--- src/rtl/prog_loader_if.sv ---
// Byte-stream input and instruction-memory write port of the program loader.
// The slave modport is the loader side; the master modport is the byte source / memory side.
interface prog_loader_if #(
    parameter int ADDR_W = 8
);
    // A byte moves when in_valid and in_ready are both high at a rising clk edge.
    // in_data is meaningful only while in_valid is high. in_valid may be raised or dropped freely.
    logic              in_valid;
    logic [7:0]        in_data;
    logic              in_ready;

    logic              mem_we;
    logic [ADDR_W-1:0] mem_addr;
    logic [15:0]       mem_wdata;

    modport master (
        output in_valid,
        output in_data,
        input  in_ready,
        input  mem_we,
        input  mem_addr,
        input  mem_wdata
    );

    modport slave (
        input  in_valid,
        input  in_data,
        output in_ready,
        output mem_we,
        output mem_addr,
        output mem_wdata
    );
endinterface

--- src/rtl/prog_loader.sv ---
// Loads a framed, checksummed byte stream into the 256x16 instruction memory and
// keeps the CPU in reset until a complete frame with a good checksum has been written.
module prog_loader #(
    parameter int ADDR_W = 8
) (
    input  logic         clk,
    input  logic         reset,
    input  logic         start,
    prog_loader_if.slave bus,
    output logic         cpu_hold,
    output logic         busy,
    output logic         done,
    output logic         err,
    output logic [2:0]   dbg_state
);

    typedef enum logic [2:0] {
        S_IDLE  = 3'd0,
        S_COUNT = 3'd1,
        S_LO    = 3'd2,
        S_HI    = 3'd3,
        S_CSUM  = 3'd4,
        S_DONE  = 3'd5,
        S_ERR   = 3'd6
    } state_t;

    state_t            state_q, state_d;
    logic [7:0]        last_q, last_d;
    logic [7:0]        addr_q, addr_d;
    logic [7:0]        acc_q, acc_d;
    logic [7:0]        lo_q, lo_d;
    logic              mem_we_q, mem_we_d;
    logic [ADDR_W-1:0] mem_addr_q, mem_addr_d;
    logic [15:0]       mem_wdata_q, mem_wdata_d;

    logic              in_session;
    logic              in_ready_c;
    logic              accept;

    assign in_session = (state_q == S_COUNT) || (state_q == S_LO) ||
                        (state_q == S_HI)    || (state_q == S_CSUM);
    // start always takes priority over a byte offered in the same cycle.
    assign in_ready_c = in_session && !start;
    assign accept     = bus.in_valid && in_ready_c;

    always_ff @(posedge clk or posedge reset) begin
        if (reset) begin
            state_q     <= S_IDLE;
            last_q      <= 8'd0;
            addr_q      <= 8'd0;
            acc_q       <= 8'd0;
            lo_q        <= 8'd0;
            mem_we_q    <= 1'b0;
            mem_addr_q  <= '0;
            mem_wdata_q <= 16'd0;
        end else begin
            state_q     <= state_d;
            last_q      <= last_d;
            addr_q      <= addr_d;
            acc_q       <= acc_d;
            lo_q        <= lo_d;
            mem_we_q    <= mem_we_d;
            mem_addr_q  <= mem_addr_d;
            mem_wdata_q <= mem_wdata_d;
        end
    end

    always_comb begin
        state_d     = state_q;
        last_d      = last_q;
        addr_d      = addr_q;
        acc_d       = acc_q;
        lo_d        = lo_q;
        mem_we_d    = 1'b0;
        mem_addr_d  = mem_addr_q;
        mem_wdata_d = mem_wdata_q;

        if (start) begin
            state_d = S_COUNT;
            addr_d  = 8'd0;
            acc_d   = 8'd0;
        end else if (accept) begin
            unique case (state_q)
                S_COUNT: begin
                    // Index of the final word; N == 0 wraps to 255, i.e. 256 words.
                    last_d  = bus.in_data - 8'd1;
                    acc_d   = bus.in_data;
                    addr_d  = 8'd0;
                    state_d = S_LO;
                end
                S_LO: begin
                    lo_d    = bus.in_data;
                    acc_d   = acc_q ^ bus.in_data;
                    state_d = S_HI;
                end
                S_HI: begin
                    acc_d       = acc_q ^ bus.in_data;
                    mem_we_d    = 1'b1;
                    mem_addr_d  = ADDR_W'(addr_q);
                    mem_wdata_d = {bus.in_data, lo_q};
                    if (addr_q == last_q) begin
                        state_d = S_CSUM;
                    end else begin
                        addr_d  = addr_q + 8'd1;
                        state_d = S_LO;
                    end
                end
                S_CSUM: begin
                    state_d = ((acc_q ^ bus.in_data) == 8'd0) ? S_DONE : S_ERR;
                end
                default: begin
                    state_d = state_q;
                end
            endcase
        end
    end

    assign bus.in_ready  = in_ready_c;
    assign bus.mem_we    = mem_we_q;
    assign bus.mem_addr  = mem_addr_q;
    assign bus.mem_wdata = mem_wdata_q;

    assign cpu_hold  = (state_q != S_DONE);
    assign busy      = in_session;
    assign done      = (state_q == S_DONE);
    assign err       = (state_q == S_ERR);
    assign dbg_state = state_q;

endmodule

--- src/flat_wrapper.sv ---
// flat-port wrapper written by rule: the top's interface ports become plain ports
module prog_loader_flat 
#(
    parameter int ADDR_W = 8
)
  (clk, reset, start, cpu_hold, busy, done, err, dbg_state, bus_in_valid, bus_in_data, bus_in_ready, bus_mem_we, bus_mem_addr, bus_mem_wdata);
  prog_loader_if #(.ADDR_W(ADDR_W)) bus_i ();
  input  logic clk;
  input  logic reset;
  input  logic start;
  output logic cpu_hold;
  output logic busy;
  output logic done;
  output logic err;
  output logic [2:0] dbg_state;
  input wire logic [$bits(bus_i.in_valid)-1:0] bus_in_valid;
  input wire logic [$bits(bus_i.in_data)-1:0] bus_in_data;
  output wire logic [$bits(bus_i.in_ready)-1:0] bus_in_ready;
  output wire logic [$bits(bus_i.mem_we)-1:0] bus_mem_we;
  output wire logic [$bits(bus_i.mem_addr)-1:0] bus_mem_addr;
  output wire logic [$bits(bus_i.mem_wdata)-1:0] bus_mem_wdata;
  assign bus_i.in_valid = bus_in_valid;
  assign bus_i.in_data = bus_in_data;
  assign bus_in_ready = bus_i.in_ready;
  assign bus_mem_we = bus_i.mem_we;
  assign bus_mem_addr = bus_i.mem_addr;
  assign bus_mem_wdata = bus_i.mem_wdata;
  prog_loader #(.ADDR_W(ADDR_W)) u_core (.clk(clk), .reset(reset), .start(start), .bus(bus_i), .cpu_hold(cpu_hold), .busy(busy), .done(done), .err(err), .dbg_state(dbg_state));
endmodule
--- config.mk ---
export PLATFORM = sky130hd
export DESIGN_NAME = prog_loader_flat
export DESIGN_NICKNAME = d
export VERILOG_FILES = /design/src/rtl/prog_loader_if.sv /design/src/rtl/prog_loader.sv /design/src/flat_wrapper.sv
export SDC_FILE = /design/constraint.sdc
export NUM_CORES = 1
export LEC_CHECK = 0
export CORE_AREA = 3 3 99 101
export DETAILED_ROUTE_END_ITERATION = 8
export DIE_AREA = 0 0 102 104
export PLACE_DENSITY = 0.52
export SLEW_MARGIN = 15
export SYNTH_ARGS = -nofsm -noshare
export SYNTH_HDL_FRONTEND = slang
export SYNTH_SLANG_ARGS = --single-unit
--- constraint.sdc ---
create_clock -name clk -period 2.7 [get_ports clk]
set_input_delay 0.54 -clock clk [delete_from_list [all_inputs] [get_ports clk]]
set_output_delay 0.54 -clock clk [all_outputs]
set_load 0.005 [all_outputs]
Yosys cells after proc, flatten, opt, wreduce, memory -nomap -nowiden
Index checks and enable logic that the tools add are counted.
{"block": "totals", "in_bits": 12, "out_inout_bits": 33, "regBits": 60, "wordCells": 54}
{"block": "op_classes", "n_mux": 15, "reduce_logical": 18, "n_eq_ne": 9, "n_addsub": 2, "n_bitwise": 2}
{"op": "8-bit two-way mux", "n": 5}
{"op": "8-bit case mux with 2 select lines", "n": 2}
{"op": "3-bit case mux with 4 select lines", "n": 1}
{"op": "3-bit AND reduction", "n": 4}
{"op": "3-bit equality test, second input constant", "n": 3}
{"op": "3-bit two-way mux", "n": 3}
{"op": "8-bit by 1-bit adder with 8-bit output, second input constant", "n": 1}
{"op": "8-bit equality test", "n": 1}
{"op": "8-bit zero test", "n": 1}
{"op": "8-bit by 1-bit subtractor with 8-bit output, second input constant", "n": 1}
{"op": "8-bit bitwise XOR", "n": 1}
{"op": "3-bit by 2-bit equality test with 1-bit output, second input constant", "n": 2}
{"op": "3-bit != test, second input constant", "n": 2}
{"op": "3-bit nonzero test", "n": 2}
{"op": "5-bit nonzero test", "n": 1}
{"op": "2-bit AND reduction", "n": 2}
{"op": "3-bit by 1-bit equality test with 1-bit output, second input constant", "n": 1}
{"op": "1-bit logical OR", "n": 3}
{"op": "1-bit two-way mux", "n": 3}
{"op": "1-bit logical AND", "n": 2}
{"op": "2-bit two-way mux", "n": 1}
{"op": "2-bit nonzero test", "n": 1}
{"op": "2-bit OR reduction", "n": 1}
{"op": "1-bit zero test", "n": 1}
{"op": "1-bit NOT", "n": 1}

Longest topological paths before layout
Gate-level depths: netlist of the first run.
{"block": "logic_depth", "ltp_word": 8, "mapped_depth": 7, "depth_no_buf": 6}

Least setup slack after synthesis of the first run
OpenSTA, ideal clock, no wires.
{"block": "synth_timing", "path_type": "input port to flip-flop", "startpoint": "input bus_in_valid", "endpoint": "register u_core.mem_wdata_q[15], in the netlist u_core.bus.mem_wdata[15]", "path_stages": 6, "required_ns": 2.575, "t_arrival_ns": 1.691, "setup_ns": 0.125, "slack_ns": 0.885, "cell_sequence": "nand2_2 > or3_1 > buf_2 > inv_1 > buf_4 > mux2_2"}
{"block": "synth_between", "elab_chain_len": 2}
{"element": "start: declaration", "line": "flat_wrapper.sv:16", "rtl": "input wire logic [$bits(bus_i.in_valid)-1:0] bus_in_valid;"}
{"element": "1-bit logical AND", "line": "prog_loader.sv:44", "rtl": "assign accept = bus.in_valid && in_ready_c;"}
{"element": "3-bit AND reduction (no line)"}
{"element": "end signal: assignment", "line": "prog_loader.sv:64", "rtl": "mem_wdata_q <= mem_wdata_d;"}
{"element": "end: declaration", "line": "prog_loader.sv:34", "rtl": "logic [15:0] mem_wdata_q, mem_wdata_d;"}
No other way between the ends.
A chain may end at the register's enable or synchronous reset.

Worst setup path after layout of the first run
{"block": "layout_timing", "startpoint": "register u_core.state_q[2], in the netlist u_core.dbg_state[2]", "endpoint": "output bus_in_ready"}
{"block": "layout_between", "elab_chain_len": 5, "elab_cells_between_ends": 8, "cone_classes": "eq/ne: 4; reduce/logical: 4"}
{"element": "start: declaration", "line": "prog_loader.sv:27", "rtl": "state_t state_q, state_d;"}
{"element": "start signal: assignment", "line": "prog_loader.sv:57", "rtl": "state_q <= state_d;"}
{"element": "3-bit by 1-bit equality test with 1-bit output / 3-bit by 2-bit equality test with 1-bit output (equally long branches)", "line": "prog_loader.sv:40", "rtl": "assign in_session = (state_q == S_COUNT) || (state_q == S_LO) ||"}
{"element": "1-bit logical OR (2 in a row)", "line": "prog_loader.sv:40"}
{"element": "1-bit logical OR *", "line": "prog_loader.sv:41", "rtl": "(state_q == S_HI) || (state_q == S_CSUM);"}
{"element": "1-bit logical AND *", "line": "prog_loader.sv:43", "rtl": "assign in_ready_c = in_session && !start;"}
{"element": "end: declaration", "line": "flat_wrapper.sv:18", "rtl": "output wire logic [$bits(bus_i.in_ready)-1:0] bus_in_ready;"}
Mark *: on every way between the ends. The rest lies on a longest branch, timed or not.

==> flow_summary.ini, run 1 <==
[sta]
setup_violations = 0
slew_headroom_pct = 63.4
setup_slack_ps = 354
fin_tns_setup_ps = 0
maxSlewViolCount = 0
worst_pin_slew_ps = 544
finalHoldViolCount = 0
fin_crit_sh_pct = 86.9
rsz0062_at_grt = no
max_clock_freq_ghz = 0.426
period_needed_ps = 2350
hold_slack_ps = 484
skew_ps = 6.75

[power_and_ir_drop]
p_per_area_mw_per_mm2 = 692
p_leak_uw = 0.00159
p_total_uw = 2620
irDropWorstVdd_mv = 0.439

[clocking]
cts_root_buf = clkbuf_8
numCtsBuffers = 9
clockBufferDepth = 2
clkTransAtPathRegs_ps = 70
postCtsHoldBufs = 0
cts_tree = built
clock_sink_count = 60
insertion_delay_ps = 340
cts-htree-levels = 3
cts_setup_buffers = 0
cts_resized = 0

[worst_setup_path]
worst_setup_path_end_kind = output port
critical_path_arrival_ps = 1810
crit_start = u_core.dbg_state[2]$_DFFE_PP0P_
rr_startpoint = u_core.dbg_state[2]$_DFFE_PP0P_
critPathMaxFanout = 13
path_class = reg2out
worstPathRequired_ps = 2160
reg2regPathDepth = 5
cp-start-kind = flip-flop

[synthesis]
synth.area.top_cells = dfrtp_1 51%, mux2_2 11%, xnor2_1 5.9%
synthAdderAreaFrac_pct = 0.842
synthSimpleGateAreaFrac_pct = 14.4
synth_mux_area_share_pct = 12.0
synth_top_family_by_area = simple AND/OR/NAND/NOR gates
ys_seq_area_share_pct = 50.5
synth_nets = 294
synth_top_cell_by_area = dfrtp_1
syn_inst = 280
syn_area_sq_mm = 0.00297
synth_top_area_share_pct = 50.5
synth_area_per_cell_sq_um = 10.6
synth_seq_cells = 60
ys_warn_count = 0
synth_xor_area_share_pct = 7.96
synth-compound-area-share_pct = 10.2
ys_types = 46

[worst_hold_path]
min_from = u_core.lo_q[0]$_DFFE_PP0P_
hp-class = reg2reg
min_path_cells = 2

[detailed_routing]
dr.pass1.iters = 4
wl_per_cell_um = 15.8
detail_route.iter0.violations = 93
drtAntennaViolNets = 0
vias = 2245
via_per_inst = 5.01
routed_wl_mm = 7.08
drc = 0

[cells_and_area]
final_area_sq_mm = 0.00378
layout_common_cells = 60 x dfrtp_1, 44 x clkdlybuf4s50_1, 30 x mux2_2
area_growth_pct = 27.3
fillerInstances = 927
fin_nets = 348
final_common_cell = dfrtp_1
drive_gt1_share_pct = 19.0
n_antenna_cell = 0

[global_routing]
antenna_found_initial = 0
grt_pass1_wl_mm = 11.8
grt_overflow = 0
grt_start_max_net_pins = 61
grt_pass1_vias = 2287
track_usage_pct = 14.4

[placement]
dpl_cell_area_sq_mm = 0.00361
port_buffers = 44
gp_congestion = 0.727
post-place-ws_ps = 359
dp_hpwl_mm = 5.04

[die]
die_y_um = 104
core_sq_mm = 0.00911
io-pin-count = 45
initial_core_util_pct = 32.6
core.rowCount = 35
die-area_sq_mm = 0.0106
die_x_um = 102

[job]
maxCapViolations = 0

[outcome]
status = finished clean
==> path summary, 6_finish.rpt <==
kind | to | slack [ps]
min reg2reg | u_core.lo_q[0]$_DFFE_PP0P_ | 480
max | bus_in_ready | 350
min in group asynchronous | u_core.bus.mem_we$_DFF_PP0_ | 570
min | u_core.lo_q[0]$_DFFE_PP0P_ | 480
max reg2reg | u_core.addr_q[7]$_DFFE_PP0P_ | 740
max in group asynchronous | u_core.acc_q[7]$_DFFE_PP0P_ | 1840
==> cells in the mapped netlist (all sizes together) <==
master and number:
xnor2 20, o311ai 2, o21a 1, dfrtp 60
nand2b 3, a221oi 1, mux2 30, inv 13
nor3 3, nand2 25, nand4 4, a311oi 1
o22ai 3, o31ai 1, and3b 1, nor2 17
nand4b 2, o21ai 18, mux2i 2, nor3b 1
or3 2, buf 5, o31a 2, a21oi 1
o41a 1, xor2 7, nand3 7, and4bb 1
ha 2, a22oi 2, clkbuf 12, nor2b 6
o2111ai 1, or2 2, a22o 1, or4 2
nor4 5, a41oi 1, o211ai 5, a31oi 5
nand3b 2
==> layout make-up <==
cell class,count,area (sq um),area share (%)
tap,111,139,3.67
multi-input combinational,190,1350,35.7
inverter,13,48.8,1.29
clock inverter,3,40.0,1.06
sequential,60,1500,39.7
timing repair buffer,60,573,15.2
clock buffer,11,131,3.47
==> through the flow <==
| stage | utilization (%) | std cells |
|---|---|---|
| after floorplan | - | 280 |
| after global placement | 39.6 | 434 |
| after detailed placement | 39.6 | 434 |
| after CTS | 41.5 | 448 |
| after global routing | 41.5 | 448 |
| final | 41.5 | 448 |
==> power by group <==
part,switching (uW),internal (uW)
Sequential,115,1090
Combinational,259,400
Clock,342,414
Total,716,1900
==> sequential cells by signal, indices dropped and copies added (netlist names) <==
signal,cells
u_core.acc_q,8
u_core.addr_q,8
u_core.bus.mem_addr,8
u_core.bus.mem_wdata,16
u_core.bus.mem_we,1
u_core.dbg_state,3
u_core.last_q,8
u_core.lo_q,8
==> worst max-delay path, stage by stage (launching register included) <==
cell and delay [ps]:
dfrtp_1 510, xnor2_1 300, nor2b_1 160, clkdlybuf4s50_1 500
==> kinds of logic after synthesis <==
kind of cell,count (synthesis)
AO/OA/AOI/OAI,46
AND/OR/NAND/NOR,83
multiplexers,32
buffers and inverters,30
flip-flops,60
XOR/XNOR,27
adder cells (fa/ha/maj),2
==> metal layers <==
layer	GRT usage, %	vias to the layer above	share of wire [%]
li1	-	1093	-
met5	0	-	0
met3	3.82	10	3.7
met1	18.6	1096	46
met4	4.22	0	1.3
met2	23.3	46	49
Note: power is estimated with default switching activity, not from simulation.
==> inputs of run 2 (changes only) <==
--- a/config.mk
+++ b/config.mk
@@ -5,6 +5,7 @@
 export SDC_FILE = /design/constraint.sdc
 export NUM_CORES = 1
 export LEC_CHECK = 0
+export CAP_MARGIN = 30
 export CORE_AREA = 3 3 99 101
 export DETAILED_ROUTE_END_ITERATION = 8
 export DIE_AREA = 0 0 102 104
==> results of run 2 <==
Same layout as run 1: the final DEF is identical, and so are final timing and power.
==> patch 1: new RTL, flow settings as in run 2 <==
`mem_wdata_q` no longer has a reset.
--- a/src/rtl/prog_loader.sv
+++ b/src/rtl/prog_loader.sv
@@ -52,7 +52,6 @@
             lo_q        <= 8'd0;
             mem_we_q    <= 1'b0;
             mem_addr_q  <= '0;
-            mem_wdata_q <= 16'd0;
         end else begin
             state_q     <= state_d;
             last_q      <= last_d;
@@ -61,8 +60,11 @@
             lo_q        <= lo_d;
             mem_we_q    <= mem_we_d;
             mem_addr_q  <= mem_addr_d;
-            mem_wdata_q <= mem_wdata_d;
         end
+    end
+
+    always_ff @(posedge clk) begin
+        mem_wdata_q <= mem_wdata_d;
     end
 
     always_comb begin
Function: differs if reset is asserted again (counterexample within 10 cycles, from zero or initial values and one cycle with reset high); with reset held inactive, the same outputs for 10 cycles.
==> patch 1 against run 2 <==
- cell count fell by 0.89%
- power fell by 11%
- critical path depth rose by 1
- die area did not move
- wire length fell by 2.2%
- synthesized cell count fell by 2.1%
- sequential cell count did not move
- critical endpoint unchanged
- synthesized area fell by 0.59%
- first-iteration DRC count rose by 35%
- clock skew rose by 1.6 ps
- global-route usage fell by 0.51 points
- setup slack got worse by 200 ps
- final area fell by 0.30%
==> patch 1: results (changes against run 2) <==
<table>
<tr><th>Metric</th><th>Value</th></tr>
<tr><th colspan="2">Pwr</th></tr>
<tr><td>Sw power</td><td>0.6700 mW (-6.4%)</td></tr>
<tr><td>Worst supply voltage drop on vdd</td><td>0.0002957 V (-33%)</td></tr>
<tr><td>Power of the sequential group</td><td>1.11 mW (-7%)</td></tr>
<tr><th colspan="2">Min path</th></tr>
<tr><td>Worst hold path endpoint</td><td>u_core.bus.mem_wdata[0]$_DFFE_PP_</td></tr>
<tr><td>Number of cells on the worst hold path</td><td>0 (-2)</td></tr>
<tr><th colspan="2">Timing</th></tr>
<tr><td>Skew final</td><td>8.310 ps (+1.555 ps)</td></tr>
<tr><td>Fmax</td><td>392.4 MHz (-7.9%)</td></tr>
<tr><td>Worst hold slack</td><td>448.9 ps (-34.94 ps)</td></tr>
<tr><th colspan="2">Synthesis</th></tr>
<tr><td>Net Count, Synth</td><td>288 (-2.0%)</td></tr>
<tr><td>Synth Area in Compound Gates</td><td>11.77% (+1.6 points)</td></tr>
<tr><td>Proportion of synthesized area in mux cells</td><td>6.438% (-5.6 points)</td></tr>
<tr><th colspan="2">Finish</th></tr>
<tr><td>Data buffer area share</td><td>14.47% (-0.68 points)</td></tr>
<tr><td>Multi-input logic cell count</td><td>187 (-1.6%)</td></tr>
<tr><td>Number of clock buffers in the layout</td><td>9 (-2)</td></tr>
<tr><td>Sequential fraction of total cell area</td><td>41.94% (+2.2 points)</td></tr>
<tr><td># nets final</td><td>342 (-1.7%)</td></tr>
<tr><td>Number of sequential cells</td><td>60 (unchanged)</td></tr>
<tr><td>Non-clock inverter total of the final layout</td><td>12 (-1)</td></tr>
<tr><th colspan="2">Worst setup path</th></tr>
<tr><td>Family with the most delay on the worst path</td><td>simple AND/OR/NAND/NOR gates</td></tr>
<tr><td>Launch point of the worst reg-to-reg path</td><td>u_core.dbg_state[0]$_DFFE_PP0P_</td></tr>
<tr><td>Worst-case reg-to-reg path depth</td><td>6 (+1)</td></tr>
<tr><td>Register-to-Register Setup Slack</td><td>940 ps (+200 ps)</td></tr>
<tr><th colspan="2">Drt</th></tr>
<tr><td>Vias</td><td>2,237 (-0.36%)</td></tr>
<tr><th colspan="2">Global routing</th></tr>
<tr><td>First-pass GRT wire length</td><td>11.67 mm (-1.0%)</td></tr>
<tr><td>Overall routing resource usage</td><td>13.84% (-0.51 points)</td></tr>
<tr><th colspan="2">Run status</th></tr>
<tr><td>Status</td><td>finished clean</td></tr>
</table>
## patch 1: cell types whose count changed after synthesis, sizes merged, moves of 9 or more
| cell | change |
|---|---|
| dfrtp | -16 |
| a21oi | +9 |
| and2 | +9 |
| mux2 | -14 |
| edfxtp | +16 |
## patch 1: metal layers
metal	vias up	share of wire [%]	track usage (%)
met2	48	45	20.15
met5	-	0	0
met4	0	2.0	5.717
li1	1083	-	-
met1	1091	50	20.27
met3	15	3.4	2.213
## patch 1: stage by stage
| stage | utilization [%] | instances | instance area, µm² |
|---|---|---|---|
| 2_1_floorplan | - | 274 | 2954 |
| 3_3_place_gp | 39.22 | 428 | 3572 |
| 3_5_place_dp | 39.22 | 428 | 3572 |
| 4_1_cts | 41.40 | 444 | 3771 |
| 5_1_grt | 41.40 | 444 | 3771 |
| 6_report | 41.40 | 444 | 3771 |
==> patch 2: new RTL, settings of run 2 <==
Without the edit above. `ADDR_W` is set to 8 in 3 places; all go to 7.
--- a/src/rtl/prog_loader_if.sv
+++ b/src/rtl/prog_loader_if.sv
@@ -1,7 +1,7 @@
 // Byte-stream input and instruction-memory write port of the program loader.
 // The slave modport is the loader side; the master modport is the byte source / memory side.
 interface prog_loader_if #(
-    parameter int ADDR_W = 8
+    parameter int ADDR_W = 7
 );
     // A byte moves when in_valid and in_ready are both high at a rising clk edge.
     // in_data is meaningful only while in_valid is high. in_valid may be raised or dropped freely.
--- a/src/rtl/prog_loader.sv
+++ b/src/rtl/prog_loader.sv
@@ -1,7 +1,7 @@
 // Loads a framed, checksummed byte stream into the 256x16 instruction memory and
 // keeps the CPU in reset until a complete frame with a good checksum has been written.
 module prog_loader #(
-    parameter int ADDR_W = 8
+    parameter int ADDR_W = 7
 ) (
     input  logic         clk,
     input  logic         reset,
--- a/src/flat_wrapper.sv
+++ b/src/flat_wrapper.sv
@@ -1,7 +1,7 @@
 // flat-port wrapper written by rule: the top's interface ports become plain ports
 module prog_loader_flat 
 #(
-    parameter int ADDR_W = 8
+    parameter int ADDR_W = 7
 )
   (clk, reset, start, cpu_hold, busy, done, err, dbg_state, bus_in_valid, bus_in_data, bus_in_ready, bus_mem_we, bus_mem_addr, bus_mem_wdata);
   prog_loader_if #(.ADDR_W(ADDR_W)) bus_i ();
Interface: changed (resized bus_mem_addr); port bits go from 45 to 44. The function was not compared with the original's and may differ.
==> patch 2 against run 2 <==
- setup slack got worse by 61 ps
- power increased by 6.9%
- count of clock-buffer cells in the layout decreased by 2
- clock power increased by 31%
- sequential cell count decreased by 1
- utilization increased by 0.22 points
- final area increased by 0.53%
- synthesized area increased by 3.6%
- wire length increased by 0.17%
- highest routed layer unchanged
==> patch 2: results (changes against run 2) <==
<table>
<tr><th>Metric</th><th>Value</th></tr>
<tr><th colspan="2">Run status</th></tr>
<tr><td>Status</td><td>finished clean</td></tr>
<tr><th colspan="2">Timing</th></tr>
<tr><td>Worst hold slack</td><td>467.7 ps (-16.18 ps)</td></tr>
<tr><td>Skew final</td><td>4.780 ps (-1.975 ps)</td></tr>
<tr><td>Remaining max-slew budget at the tightest pin</td><td>60.60% (-2.8 points)</td></tr>
<tr><th colspan="2">Global routing</th></tr>
<tr><td>Pin count of the biggest net entering global routing</td><td>35 (-43%)</td></tr>
<tr><td>First-pass GRT wire length</td><td>12.14 mm (+3.0%)</td></tr>
<tr><td>Routing usage on met2</td><td>22.75% (-0.56 points)</td></tr>
<tr><td>Global Route met3 Usage</td><td>3.421% (-0.40 points)</td></tr>
<tr><td>Overall routing resource usage</td><td>14.56% (+0.20 points)</td></tr>
<tr><th colspan="2">Drt</th></tr>
<tr><td>Detail Route met3 WL</td><td>223 µm (-15%)</td></tr>
<tr><td>Post-detailed-routing wire length</td><td>7.089 mm (+0.17%)</td></tr>
<tr><th colspan="2">Pwr</th></tr>
<tr><td>Standby leakage power</td><td>1.694 nW (+6.6%)</td></tr>
<tr><td>Combinational Power Share</td><td>22.4% (-2.8 points)</td></tr>
<tr><th colspan="2">Placement</th></tr>
<tr><td>Placed Instances</td><td>459 (+5.8%)</td></tr>
<tr><td>Post-DP HPWL</td><td>4.986 mm (-1.1%)</td></tr>
<tr><td>Final RePlAce weighted congestion</td><td>0.7879 (+8.3%)</td></tr>
<tr><th colspan="2">Worst setup path</th></tr>
<tr><td>Biggest cell delay along the critical path</td><td>530 ps (+20 ps)</td></tr>
<tr><td>Max Fanout on Critical Path</td><td>11 (-2)</td></tr>
<tr><td>Critical Path AT</td><td>1870 ps (+60 ps)</td></tr>
<tr><th colspan="2">Synthesis</th></tr>
<tr><td>Distinct cell type count of the synthesized netlist</td><td>52 (+13%)</td></tr>
<tr><td>Xor/xnor share of the synthesized area</td><td>8.208% (+0.25 points)</td></tr>
<tr><th colspan="2">Min path</th></tr>
<tr><td>Worst hold path endpoint</td><td>u_core.bus.mem_wdata[6]$_DFFE_PP0P_</td></tr>
<tr><td>Hold_sp</td><td>u_core.lo_q[6]$_DFFE_PP0P_</td></tr>
<tr><th colspan="2">Finish</th></tr>
<tr><td>Sequential Area</td><td>0.001476 mm² (-1.7%)</td></tr>
<tr><td>Number of clock buffers in the layout</td><td>9 (-2)</td></tr>
<tr><td>Non-clock buffer total of the final layout</td><td>53 (-12%)</td></tr>
<tr><td>Multi-input gate share of the layout cell area</td><td>36.46% (+0.80 points)</td></tr>
<tr><td>Ratio of cells with drive above 1 in the final layout</td><td>13.74% (-5.3 points)</td></tr>
<tr><td>Number of filler cells placed in the layout</td><td>908 (-2.0%)</td></tr>
</table>
## patch 2: changes by cell type after synthesis, moves of 9 or more
cell and change:
sky130_fd_sc_hd__o21ai_0 -13, sky130_fd_sc_hd__mux2_2 -23, sky130_fd_sc_hd__buf_6 +9, sky130_fd_sc_hd__nand2_1 +70, sky130_fd_sc_hd__o21ai_1 +9
## patch 2: stage by stage
| step | util, % | setup WS (ps) |
|---|---|---|
| after detailed placement | 39.11 | 410.0 |
| after CTS | 41.74 | 279.4 |
| after global placement | 39.11 | 437.5 |
| after floorplan | - | 703.7 |
| after global routing | 41.74 | 182.7 |
| final | 41.74 | 292.3 |
## patch 2: logic make-up (layout without fill, tap and decap cells)
logic type,after synthesis,count (layout)
AOI/OAI and AO/OA,38,38
xor gates and xnor gates,28,28
adders and majority gates,2,2
buffers and inverters,33,77
DFF,59,59
muxes,7,7
and+or+nand+nor,153,153
